### src/rtl/csi2tx_dphy_pkg.sv
// Shared definitions for the CSI-2 TX D-PHY programmable byte-clock divider:
// default parameters, FSM encoding and the ratio decode.
package csi2tx_dphy_pkg;

    localparam int SEL_W_DEF   = 2;
    localparam int MAX_SEL_DEF = 3;
    localparam int DEF_SEL_DEF = 1;

    typedef enum logic [1:0] {
        ST_IDLE     = 2'd0,
        ST_RUN      = 2'd1,
        ST_STOPPING = 2'd2
    } div_state_t;

    // Divide ratio N = 2^(sel+1).
    function automatic int unsigned div_ratio(input int unsigned sel);
        return 32'd2 << sel;
    endfunction

endpackage

### src/rtl/csi2tx_dphy_div_cnt.sv
// Phase counter for the byte-clock divider: counts 0..N-1 while running and
// flags the half-period, pre-boundary and boundary phases for the active ratio.
module csi2tx_dphy_div_cnt
    import csi2tx_dphy_pkg::*;
#(
    parameter int SEL_W   = SEL_W_DEF,
    parameter int MAX_SEL = MAX_SEL_DEF
) (
    input  logic             ddrclkhs,
    input  logic             rst,
    input  logic             run,
    input  logic [SEL_W-1:0] sel,
    output logic             last,
    output logic             pre_last,
    output logic             mid
);

    localparam int CNT_W = MAX_SEL + 1;

    logic [CNT_W-1:0] cnt;
    logic [CNT_W-1:0] n_m1;
    logic [CNT_W-1:0] n_m2;
    logic [CNT_W-1:0] half_m1;

    always_comb begin
        n_m1    = CNT_W'(div_ratio(32'(sel)) - 32'd1);
        n_m2    = CNT_W'(div_ratio(32'(sel)) - 32'd2);
        half_m1 = CNT_W'((div_ratio(32'(sel)) >> 1) - 32'd1);
    end

    assign last     = (cnt == n_m1);
    assign pre_last = (cnt == n_m2);
    assign mid      = (cnt == half_m1);

    // NOTE: sequential state uses non-blocking assignment so every reader sees the pre-edge value.
    always_ff @(posedge ddrclkhs) begin
        if (rst || !run || last) begin
            cnt <= '0;
        end else begin
            cnt <= cnt + CNT_W'(1);
        end
    end

endmodule

### src/rtl/csi2tx_dphy_prog_clk_div.sv
// Programmable divider producing the lane byte clock from the HS DDR clock,
// with glitch-free start/stop and ratio changes only at period boundaries.
module csi2tx_dphy_prog_clk_div
    import csi2tx_dphy_pkg::*;
#(
    parameter int SEL_W   = SEL_W_DEF,
    parameter int MAX_SEL = MAX_SEL_DEF,
    parameter int DEF_SEL = DEF_SEL_DEF
) (
    input  logic             ddrclkhs,
    input  logic             rst,
    input  logic             clk_en,
    input  logic [SEL_W-1:0] div_sel,
    output logic             byteclkhs,
    output logic             load_strb,
    output logic             ready,
    output logic [SEL_W-1:0] active_sel
);

    localparam logic [SEL_W-1:0] MAX_SEL_L = SEL_W'(MAX_SEL);
    localparam logic [SEL_W-1:0] DEF_SEL_L = SEL_W'(DEF_SEL);

    div_state_t       state;
    logic [SEL_W-1:0] sel_clamped;
    logic             last;
    logic             pre_last;
    logic             mid;

    assign sel_clamped = (div_sel > MAX_SEL_L) ? MAX_SEL_L : div_sel;

    csi2tx_dphy_div_cnt #(
        .SEL_W   (SEL_W),
        .MAX_SEL (MAX_SEL)
    ) u_div_cnt (
        .ddrclkhs (ddrclkhs),
        .rst      (rst),
        .run      (state != ST_IDLE),
        .sel      (active_sel),
        .last     (last),
        .pre_last (pre_last),
        .mid      (mid)
    );

    // Outputs are loaded with the values the counter will have after this edge.
    always_ff @(posedge ddrclkhs) begin
        if (rst) begin
            state      <= ST_IDLE;
            byteclkhs  <= 1'b0;
            load_strb  <= 1'b0;
            ready      <= 1'b0;
            active_sel <= DEF_SEL_L;
        end else begin
            case (state)
                ST_IDLE: begin
                    active_sel <= sel_clamped;
                    load_strb  <= 1'b0;
                    ready      <= 1'b0;
                    if (clk_en) begin
                        state     <= ST_RUN;
                        byteclkhs <= 1'b1;
                    end else begin
                        byteclkhs <= 1'b0;
                    end
                end
                ST_RUN, ST_STOPPING: begin
                    if (last) begin
                        active_sel <= sel_clamped;
                        load_strb  <= 1'b0;
                        if (clk_en) begin
                            state     <= ST_RUN;
                            byteclkhs <= 1'b1;
                            ready     <= (sel_clamped == active_sel);
                        end else begin
                            state     <= ST_IDLE;
                            byteclkhs <= 1'b0;
                            ready     <= 1'b0;
                        end
                    end else begin
                        state     <= clk_en ? ST_RUN : ST_STOPPING;
                        load_strb <= pre_last;
                        if (mid) begin
                            byteclkhs <= 1'b0;
                        end
                    end
                end
                default: begin
                    state     <= ST_IDLE;
                    byteclkhs <= 1'b0;
                    load_strb <= 1'b0;
                    ready     <= 1'b0;
                end
            endcase
        end
    end

endmodule

### config.mk
export PLATFORM = sky130hd
export DESIGN_NAME = csi2tx_dphy_prog_clk_div
export DESIGN_NICKNAME = d
export VERILOG_FILES = /design/src/rtl/csi2tx_dphy_pkg.sv /design/src/rtl/csi2tx_dphy_div_cnt.sv /design/src/rtl/csi2tx_dphy_prog_clk_div.sv
export SDC_FILE = /design/constraint.sdc
export NUM_CORES = 1
export LEC_CHECK = 0
export ABC_AREA = 1
export BUFFER_PORTS_ARGS = -buffer_cell sky130_fd_sc_hd__buf_2
export CAP_MARGIN = 20
export CELL_PAD_IN_SITES_DETAIL_PLACEMENT = 0
export CELL_PAD_IN_SITES_GLOBAL_PLACEMENT = 1
export CORE_MARGIN = 5
export CORE_UTILIZATION = 37
export DETAILED_ROUTE_END_ITERATION = 10
export GPL_TIMING_DRIVEN = 0
export PLACE_DENSITY_LB_ADDON = 0.1
export SLEW_MARGIN = 30
export SYNTH_ARGS = -nofsm -noshare
export SYNTH_HDL_FRONTEND = slang
export SYNTH_HIERARCHICAL = 1
export SYNTH_SLANG_ARGS = --single-unit
### constraint.sdc
create_clock -name ddrclkhs -period 1.8 [get_ports ddrclkhs]
set_input_delay 0.09 -clock ddrclkhs [delete_from_list [all_inputs] [get_ports ddrclkhs]]
set_output_delay 0.09 -clock ddrclkhs [all_outputs]
set_load 0.05 [all_outputs]
# ---- Yosys cells after proc, flatten, opt, wreduce, memory -nomap -nowiden
# Index checks and enable logic that the tools add are counted.
dict set report op_classes {
  reduce_logical 10
  n_shift 1
  order_cmp 1
  eq_ne 9
  muxes 13
  addsub 4
  n_bitwise 1
}
# operator count
set ops {}
lappend ops {{4-bit == test} 3}
lappend ops {{2-bit two-way mux} 5}
lappend ops {{2-bit case mux with 2 select lines} 2}
lappend ops {{4-bit by 1-bit subtractor with 4-bit output (second input constant)} 2}
lappend ops {{1-bit two-way mux} 5}
lappend ops {{2-bit by 2-bit << shifter with 5-bit output (first input constant)} 1}
lappend ops {{4-bit by 1-bit adder with 4-bit output (second input constant)} 1}
lappend ops {{2-bit nonzero test} 2}
lappend ops {{2-bit OR reduction} 2}
lappend ops {{4-bit by 2-bit subtractor with 4-bit output (second input constant)} 1}
lappend ops {{3-bit by 2-bit != test with 1-bit output (second input constant)} 1}
lappend ops {{3-bit OR reduction} 1}
lappend ops {{2-bit by 1-bit == test with 1-bit output (second input constant)} 1}
lappend ops {{2-bit == test} 1}
lappend ops {{2-bit == test (second input constant)} 1}
lappend ops {{2-bit greater-than comparator (second input constant)} 1}
lappend ops {{2-bit logical NOT} 1}
lappend ops {{1-bit logical OR} 2}
lappend ops {{2-bit by 1-bit != test with 1-bit output (second input constant)} 1}
lappend ops {{2-bit != test (second input constant)} 1}
lappend ops {{1-bit case mux with 2 select lines} 1}
lappend ops {{2-bit AND reduction} 1}
lappend ops {{1-bit logical NOT} 1}
lappend ops {{1-bit NOT} 1}
dict set report word_totals {
  ff_bits 11
  in_bits 5
  word_cells 45
}

# ---- Depth between registers and ports, before layout
# Gate-level depths: netlist (run 1).
dict set report logic_depth {
  word_depth 6
  depth_mapped 10
  depth_no_buf 10
}

# ---- Hierarchy
# Netlist (run 1), hierarchy kept.
# mod n_inst seq_area_each_um2 area_per_inst_um2 cells_each
set modules_own_cells {}
lappend modules_own_cells {csi2tx_dphy_prog_clk_div 1 140.1 366.6 52}
lappend modules_own_cells {csi2tx_dphy_div_cnt 1 80.1 276.5 40}

# ---- Worst setup path after synthesis (run 1)
# OpenSTA, ideal clock, no wires.
dict set report synth_path {
  kind {register to register}
  from {reg active_sel[1]}
  to {reg active_sel[0]}
  path_slack_ps 43
  t_arrival_ps 1632
  required_ps 1675
  stages_incl_launch_ff 10
  synth_period_minus_slack_ps 1757
  path_cell_list {dfxtp_1 > nor2_2 > nand2_2 > nand3_1 > nor2_1 > inv_2 > nand2_1 > nand2_2 > nand2_1 > o211ai_2}
}
dict set report synth_via {
  elab_chain_len 5
}
# item line
set synth_rtl {}
lappend synth_rtl {{from (decl)} csi2tx_dphy_prog_clk_div.sv:17} ;# output logic [SEL_W-1:0] active_sel
lappend synth_rtl {{from (signal assigned)} csi2tx_dphy_prog_clk_div.sv:55} ;# active_sel <= sel_clamped;
lappend synth_rtl {{from (signal assigned)} csi2tx_dphy_prog_clk_div.sv:67} ;# active_sel <= sel_clamped;
lappend synth_rtl {{2-bit by 2-bit << shifter with 5-bit output} csi2tx_dphy_pkg.sv:17} ;# return 32'd2 << sel;
lappend synth_rtl {{4-bit by 1-bit subtractor with 4-bit output} csi2tx_dphy_div_cnt.sv:26} ;# n_m1 = CNT_W'(div_ratio(32'(sel)) - 32'd1);
lappend synth_rtl {{4-bit == test} csi2tx_dphy_div_cnt.sv:31} ;# assign last = (cnt == n_m1);
lappend synth_rtl {{via last} csi2tx_dphy_prog_clk_div.sv:25} ;# logic last;
lappend synth_rtl {{2-bit by 1-bit != test with 1-bit output (no source line)} n/a}
lappend synth_rtl {{2-bit AND reduction (no source line)} n/a}
# The timed path passes the listed nets, and every way through them passes these cells.
# A chain may end at the register's enable or synchronous reset.

# ---- Worst setup path in the final report (run 1)
# Ends and elaborated chain as after synthesis.

==> qor.txt, run 1 <==
Least-Margin Pin Slew - 0.337 ns
routed via count - 595
max cap viols - 0
GR Layer Usage met3 - 3.44%
Placed Cells - 118
placeable core area - 1690 µm²
internal power - 0.386 mW
Syn Inst Count - 92
WP buf/inv - 1
vias per cell - 4.88
R2R cell count - 9
Critical Path RT - 1.96 ns
min Tclk post-route - 1.58 ns
Peak VDD IR - 0.000434 V
r2r endpoint - active_sel[0]$_SDFFE_PP1P_
vias in the first global route - 513
Area Growth Syn to Fin - 14.4%
Synth Warn # - 6
num rows - 15
full die area - 2670 µm²
H-tree Lvls - 1
setup TNS - 0 ns
CP Max Fanout - 10
Crit. End Element - flop
Rel. slew slack - 77.5%
DR iter-0 viols - 15
fin. max-slew vios - 0
syn_nets - 100
total track usage - 11.2%
CP delay by family, top - simple AND/OR/NAND/NOR gates
FILL cells - 189
Sw Pwr - 0.201 mW
Worst path slowest cell - dfxtp_1
reg-to-reg setup timing slack - 0.22 ns
Reg power frac - 46.5%
leakage - 0.337 nW
fin crit share - 87.9%
worst reg2reg path startpoint - active_sel[1]$_SDFFE_PP0P_
syn avg cell area - 6.99 µm²
number of CTS-inserted buffers - 3
RSZ-0062 raised after global routing - no
count of final setup violators - 0
Cell Area, Synth - 643 µm²
fmax - 0.632 GHz
drt pass-1 iters - 4
GR Overflow Total - 0
Reg clk slew, reported paths - 0.07 ns
Worst Min Path Start - rst
Starting Density - 38.1%
crit path kind - reg -> reg
startpoint class of the critical path - flop
met1 global-route usage - 16.1%
post-cts sizing count - 0
final hold vios - 0
post-route ant nets - 0
number of diodes - 0
WHS - 0.0404 ns
synthesized flop and latch total - 11
initial antenna violation count - 0
register area share after synthesis - 34.2%
CP cell instances - nand3_1 > nand2_1 > nand2_2 > nor2_1 > inv_2 > nand2_1 > nand2_2 > nand2_1 > o211ai_2
clock power share - 29.4%
worst stage delay on the critical path - 0.52 ns
Final GP Congestion - 0.798
Comb power frac - 24.2%
final net count - 114
fin cells - 122
busiest grt layer - met1
largest net degree at the start of global routing - 11
DP HPWL - 996 µm
met2 GRT Util - 14.2%
final WL - 1.29 mm
Hold Buf Count CTS - 0
DR DRC count - 0
Post-CTS Setup Inserts - 0
first-pass GRT wire length - 2.19 mm
most used cell, CP - nand2_1
outcome - finished, final reports clean
worst-skew pair later-pin latency - 0.27 ns
buffer depth of the longest clock path - 2
clock sinks - 11
Pwr Density - 798 nW/µm²
Hold Path Stages - 2
crit path DAT - 1.74 ns
CTS tree - built
Die Span Y - 51.7 µm
input/output buffers - 9
Sw Ratio - 34.2%
clock root cell - clkbuf_4
Ports - 10
chip width - 51.7 µm
Yosys cell types - 21
Fin Clk Skew - 0.00218 ns
layout cells sized above 1 - 22.9%
Worst Hold End - active_sel[1]$_SDFFE_PP0P_
WL/cell - 10.6 µm
worst hold path class - in -> reg
[kinds of logic after synthesis]
family                   synth area share (%)
AND/OR/NAND/NOR                          32.7
buffers and inverters                    9.34
AO/OA/AOI/OAI                            12.5
flip-flops                               34.2
XOR/XNOR                                 5.45
adder cells (fa/ha/maj)                  5.84
[layout make-up]
cell class	count	area, µm²	area share, %
Multi-Input combinational cell	65	363	49.3
Sequential cell	11	220	29.9
Inverter	16	60.1	8.16
Timing Repair Buffer	9	45.0	6.12
Clock buffer	4	26.3	3.57
Tap cell	17	21.3	2.89
[flip-flops by register name, summed over array words and instances (netlist names)]
signal	flops
state	2
ready	1
u_div_cnt/cnt	4
byteclkhs	1
active_sel	2
load_strb	1
[cells in the mapped netlist]
cell type | instances | share of area, %
nand2_1 | 16 | 9.3
inv_1 | 15 | 8.8
nor2_1 | 12 | 7.0
dfxtp_1 | 11 | 34
nand3_1 | 8 | 6.2
nand2_2 | 5 | 4.9
a21oi_1 | 4 | 3.1
ha_1 | 3 | 5.8
o21ai_0 | 3 | 2.3
xor2_1 | 3 | 4.1
nor2_2 | 2 | 1.9
a21oi_2 | 1 | 1.4
inv_2 | 1 | 0.58
nand4_1 | 1 | 0.97
nor3_1 | 1 | 0.78
nor3_2 | 1 | 1.6
o211ai_1 | 1 | 1.2
o211ai_2 | 1 | 1.9
o21ai_2 | 1 | 1.4
o21bai_1 | 1 | 1.2
xnor2_1 | 1 | 1.4
[placed cells by master, fill, tap and decap left out, types with 2 or more instances in the layout]
cell,count
nand2_1,16
inv_1,15
nor2_1,12
dfxtp_1,11
buf_2,9
nand3_1,8
nand2_2,5
a21oi_1,4
o21ai_0,3
ha_1,3
clkbuf_4,3
xor2_1,3
nor2_2,2
[layer usage]
metal	vias to the layer above	wire, µm
met1	254	700
met2	18	467
met5	-	0
met4	0	30
li1	319	-
met3	4	89
[worst max path at each step]
stage,start,end,cells after the start
final,active_sel[1]$_SDFFE_PP0P_,active_sel[0]$_SDFFE_PP1P_,9
after global routing,active_sel[1]$_SDFFE_PP0P_,active_sel[0]$_SDFFE_PP1P_,9
after CTS,active_sel[1]$_SDFFE_PP0P_,active_sel[0]$_SDFFE_PP1P_,9
after detailed placement,active_sel[1]$_SDFFE_PP0P_,active_sel[0]$_SDFFE_PP1P_,9
after global placement,active_sel[1]$_SDFFE_PP0P_,active_sel[0]$_SDFFE_PP1P_,9
after floorplan,active_sel[1]$_SDFFE_PP0P_,active_sel[0]$_SDFFE_PP1P_,9
[through the flow]
| step | cell area [µm²] | util (%) | power (mW) | worst slack [ns] |
|---|---|---|---|---|
| floorplan | 643 | - | 0.387 | 0.0429 |
| global placement | 709 | 42.0 | 0.421 | 0.217 |
| detailed placement | 709 | 42.0 | 0.421 | 0.209 |
| CTS | 736 | 43.6 | 0.598 | 0.196 |
| global route | 736 | 43.6 | 0.631 | 0.0554 |
| finish | 736 | 43.6 | 0.587 | 0.217 |
[power by group through the flow]
| stage | Clock (mW) | Sequential [mW] | Combinational (mW) |
|---|---|---|---|
| 4_1_cts | 0.181 | 0.273 | 0.143 |
| 6_report | 0.172 | 0.273 | 0.142 |
| 3_3_place_gp | 0 | 0.278 | 0.142 |
| 5_1_grt | 0.197 | 0.276 | 0.157 |
| 2_1_floorplan | 0 | 0.304 | 0.0832 |
| 3_5_place_dp | 0 | 0.279 | 0.142 |
Note: power is estimated with default switching activity, not from simulation.
==> run 2, diff against run 1 <==
--- a/config.mk
+++ b/config.mk
@@ -14,7 +14,7 @@
 export CORE_UTILIZATION = 37
 export DETAILED_ROUTE_END_ITERATION = 10
 export GPL_TIMING_DRIVEN = 0
-export PLACE_DENSITY_LB_ADDON = 0.1
+export PLACE_DENSITY = 0.79
 export SLEW_MARGIN = 30
 export SYNTH_ARGS = -nofsm -noshare
 export SYNTH_HDL_FRONTEND = slang
==> run 2 against run 1 <==
Hold slack better by 0.0036 ns. Utilization up 0.074 points. Routed wire length down 1.2%. Total power is 1.3% lower. Register-to-register slack improved by 0.04 ns. First-iteration DRC count shrank 60%. Largest cell class unchanged.
==> qor.txt, run 2 (synthesis gave the netlist of run 1 again) <==
DP HPWL - 1.02 mm (+2.4%)
min Tclk post-route - 1.54 ns (-0.0439 ns)
Die Span Y - 51.7 µm (unchanged)
CP cell instances - nand3_1 > nand2_1 > nand2_2 > nor2_1 > inv_2 > nand2_1 > nand2_2 > nand2_1 > o211ai_2
WL/cell - 10.4 µm (-1.2%)
Comb power frac - 24.5% (+0.3 points)
layout cells sized above 1 - 23.8% (+0.95 points)
CP Max Fanout - 8 (-2)
crit path DAT - 1.69 ns (-0.05 ns)
Pwr Density - 786 nW/µm² (-1.5%)
Rel. slew slack - 81.3% (+3.8 points)
fmax - 0.650 GHz (+2.9%)
max layer used - met4
largest register by flop count - u_div_cnt/cnt
post-route ant nets - 0 (unchanged)
leakage - 0.338 nW (about the same)
number of diodes - 0 (unchanged)
DR WL met2 - 612 µm (+31%)
final net count - 114 (unchanged)
Crit. End Element - flop
H-tree Lvls - 1 (unchanged)
CTS tree - built
setup TNS - 0 ns (unchanged)
FILL cells - 181 (-4.2%)
Reg power frac - 47.3% (+0.8 points)
Hold Buf Count CTS - 0 (unchanged)
fin. max-slew vios - 0 (unchanged)
clock root cell - clkbuf_4
post-route cell area - 737 µm² (+0.17%)
GR Overflow Total - 0 (unchanged)
count of final setup violators - 0 (unchanged)
met3 wire len - 73 µm (-18%)
drt pass-1 iters - 4 (unchanged)
most used cell, CP - nand2_1
Ports - 10 (unchanged)
worst-skew pair later-pin latency - 0.26 ns (about the same)
routed via count - 599 (+0.67%)
worst hold path class - in -> reg
RSZ-0062 raised after global routing - no
commonest non-fill, non-tap cells in the layout - 16 x nand2_1, 15 x inv_1, 12 x nor2_1
Sw Ratio - 33.2% (-0.99 points)
Fin Clk Skew - 0.000706 ns (-0.00147 ns)
Final GP Congestion - 0.749 (-6.2%)
largest net degree at the start of global routing - 11 (unchanged)
chip width - 51.7 µm (unchanged)
buffer depth of the longest clock path - 2 (unchanged)
vias in the first global route - 562 (+9.6%)
startpoint class of the critical path - flop
clock power share - 28.3% (-1.1 points)
total track usage - 11.3% (+0.14 points)
biggest regs - u_div_cnt/cnt (4), active_sel (2), state (2)
Critical Path RT - 1.95 ns (about the same)
Starting Density - 38.1% (unchanged)
initial antenna violation count - 0 (unchanged)
multi-input combinational cell area - 363 µm² (unchanged)
final WL - 1.27 mm (-1.2%)
full die area - 2670 µm² (unchanged)
max cap viols - 0 (unchanged)
most common cell after layout, fill and taps aside - nand2_1
clock sinks - 11 (unchanged)
DP Area - 709 µm² (unchanged)
crit path kind - reg -> reg
fin crit share - 85.5% (-2.4 points)
final hold vios - 0 (unchanged)
first-pass GRT wire length - 2.27 mm (+3.8%)
Peak VDD IR - 0.000339 V (-22%)
DR DRC count - 0 (unchanged)
number of CTS-inserted buffers - 3 (unchanged)
metal1 wirelength - 575 µm (-18%)
max FFs per register - 4 (unchanged)
Reg clk slew, reported paths - 0.07 ns (about the same)
num rows - 15 (unchanged)
Area Growth Syn to Fin - 14.6%
placeable core area - 1690 µm² (unchanged)
Worst path slowest cell - dfxtp_1
vias per cell - 4.91 (+0.67%)
DR iter-0 viols - 6 (-9)
sequential cell area - 221 µm² (+0.57%)
Sw Pwr - 0.192 mW (-4.2%)
outcome - finished, final reports clean
internal power - 0.387 mW (+0.15%)
worst stage delay on the critical path - 0.48 ns (-0.04 ns)
input/output buffers - 9 (unchanged)
Least-Margin Pin Slew - 0.280 ns (-0.0566 ns)
-- run 2: changes by cell type in the layout (fill, tap and decap cells not counted) --
cell | before | now
dfxtp_2 | 0 | 1
dfxtp_1 | 11 | 10
-- run 2: worst paths after layout --
path,slack (ns),start,cells past startpoint,to
setup / recovery,0.26,active_sel[0]$_SDFFE_PP1P_,9,active_sel[0]$_SDFFE_PP1P_
hold / removal,0.04,rst,2,active_sel[1]$_SDFFE_PP0P_
setup reg to reg,0.26,active_sel[0]$_SDFFE_PP1P_,9,active_sel[0]$_SDFFE_PP1P_
hold reg to reg,0.49,u_div_cnt/cnt[0]$_SDFF_PP0_,1,u_div_cnt/cnt[0]$_SDFF_PP0_
-- run 2: routing by layer --
metal	track usage, %	up-vias
li1	-	316
met1	13.2	268
met2	18.4	13
met3	3.15	2
met4	6.55	0
met5	0	-
-- run 2: final cells by class --
cell class / count / area share, %
clock buffer: 4 / 3.57
inverter: 16 / 8.15
multi-input combinational: 65 / 49.2
sequential: 11 / 30.1
tap: 17 / 2.89
timing repair buffer: 9 / 6.11
-- run 2: repair_timing --
item,in CTS,in global routing
endpoints found under the setup margin,0,2
buffers inserted,0,0
resized for setup,0,1
-- run 2: worst max-delay path: cells and delay by family, from the launching register on --
kind	cells	cell delay, ns
buffers and inverters	1	0.08
AO/OA/AOI/OAI	1	0.07
flip-flops	1	0.48
AND/OR/NAND/NOR	7	0.79
-- run 2: through the flow --
step                power (mW)  hold slack (ns)  std cells  setup slack (ns)  util [%]
floorplan                0.387            0.152         92            0.0429         -
global placement         0.419            0.325        118             0.222      42.0
detailed placement       0.421            0.327        118             0.204      42.0
CTS                      0.590           0.0394        122             0.188      43.6
global route             0.620           0.0350        122           0.00793      43.6
finish                   0.579           0.0441        122             0.261      43.6
-- run 2: power by group through the flow --
stage	combinational (mW)	sequential [mW]	clock (mW)
finish	0.142	0.274	0.164
global route	0.159	0.277	0.184
CTS	0.143	0.273	0.174
detailed placement	0.142	0.279	0
global placement	0.140	0.279	0
floorplan	0.0832	0.304	0
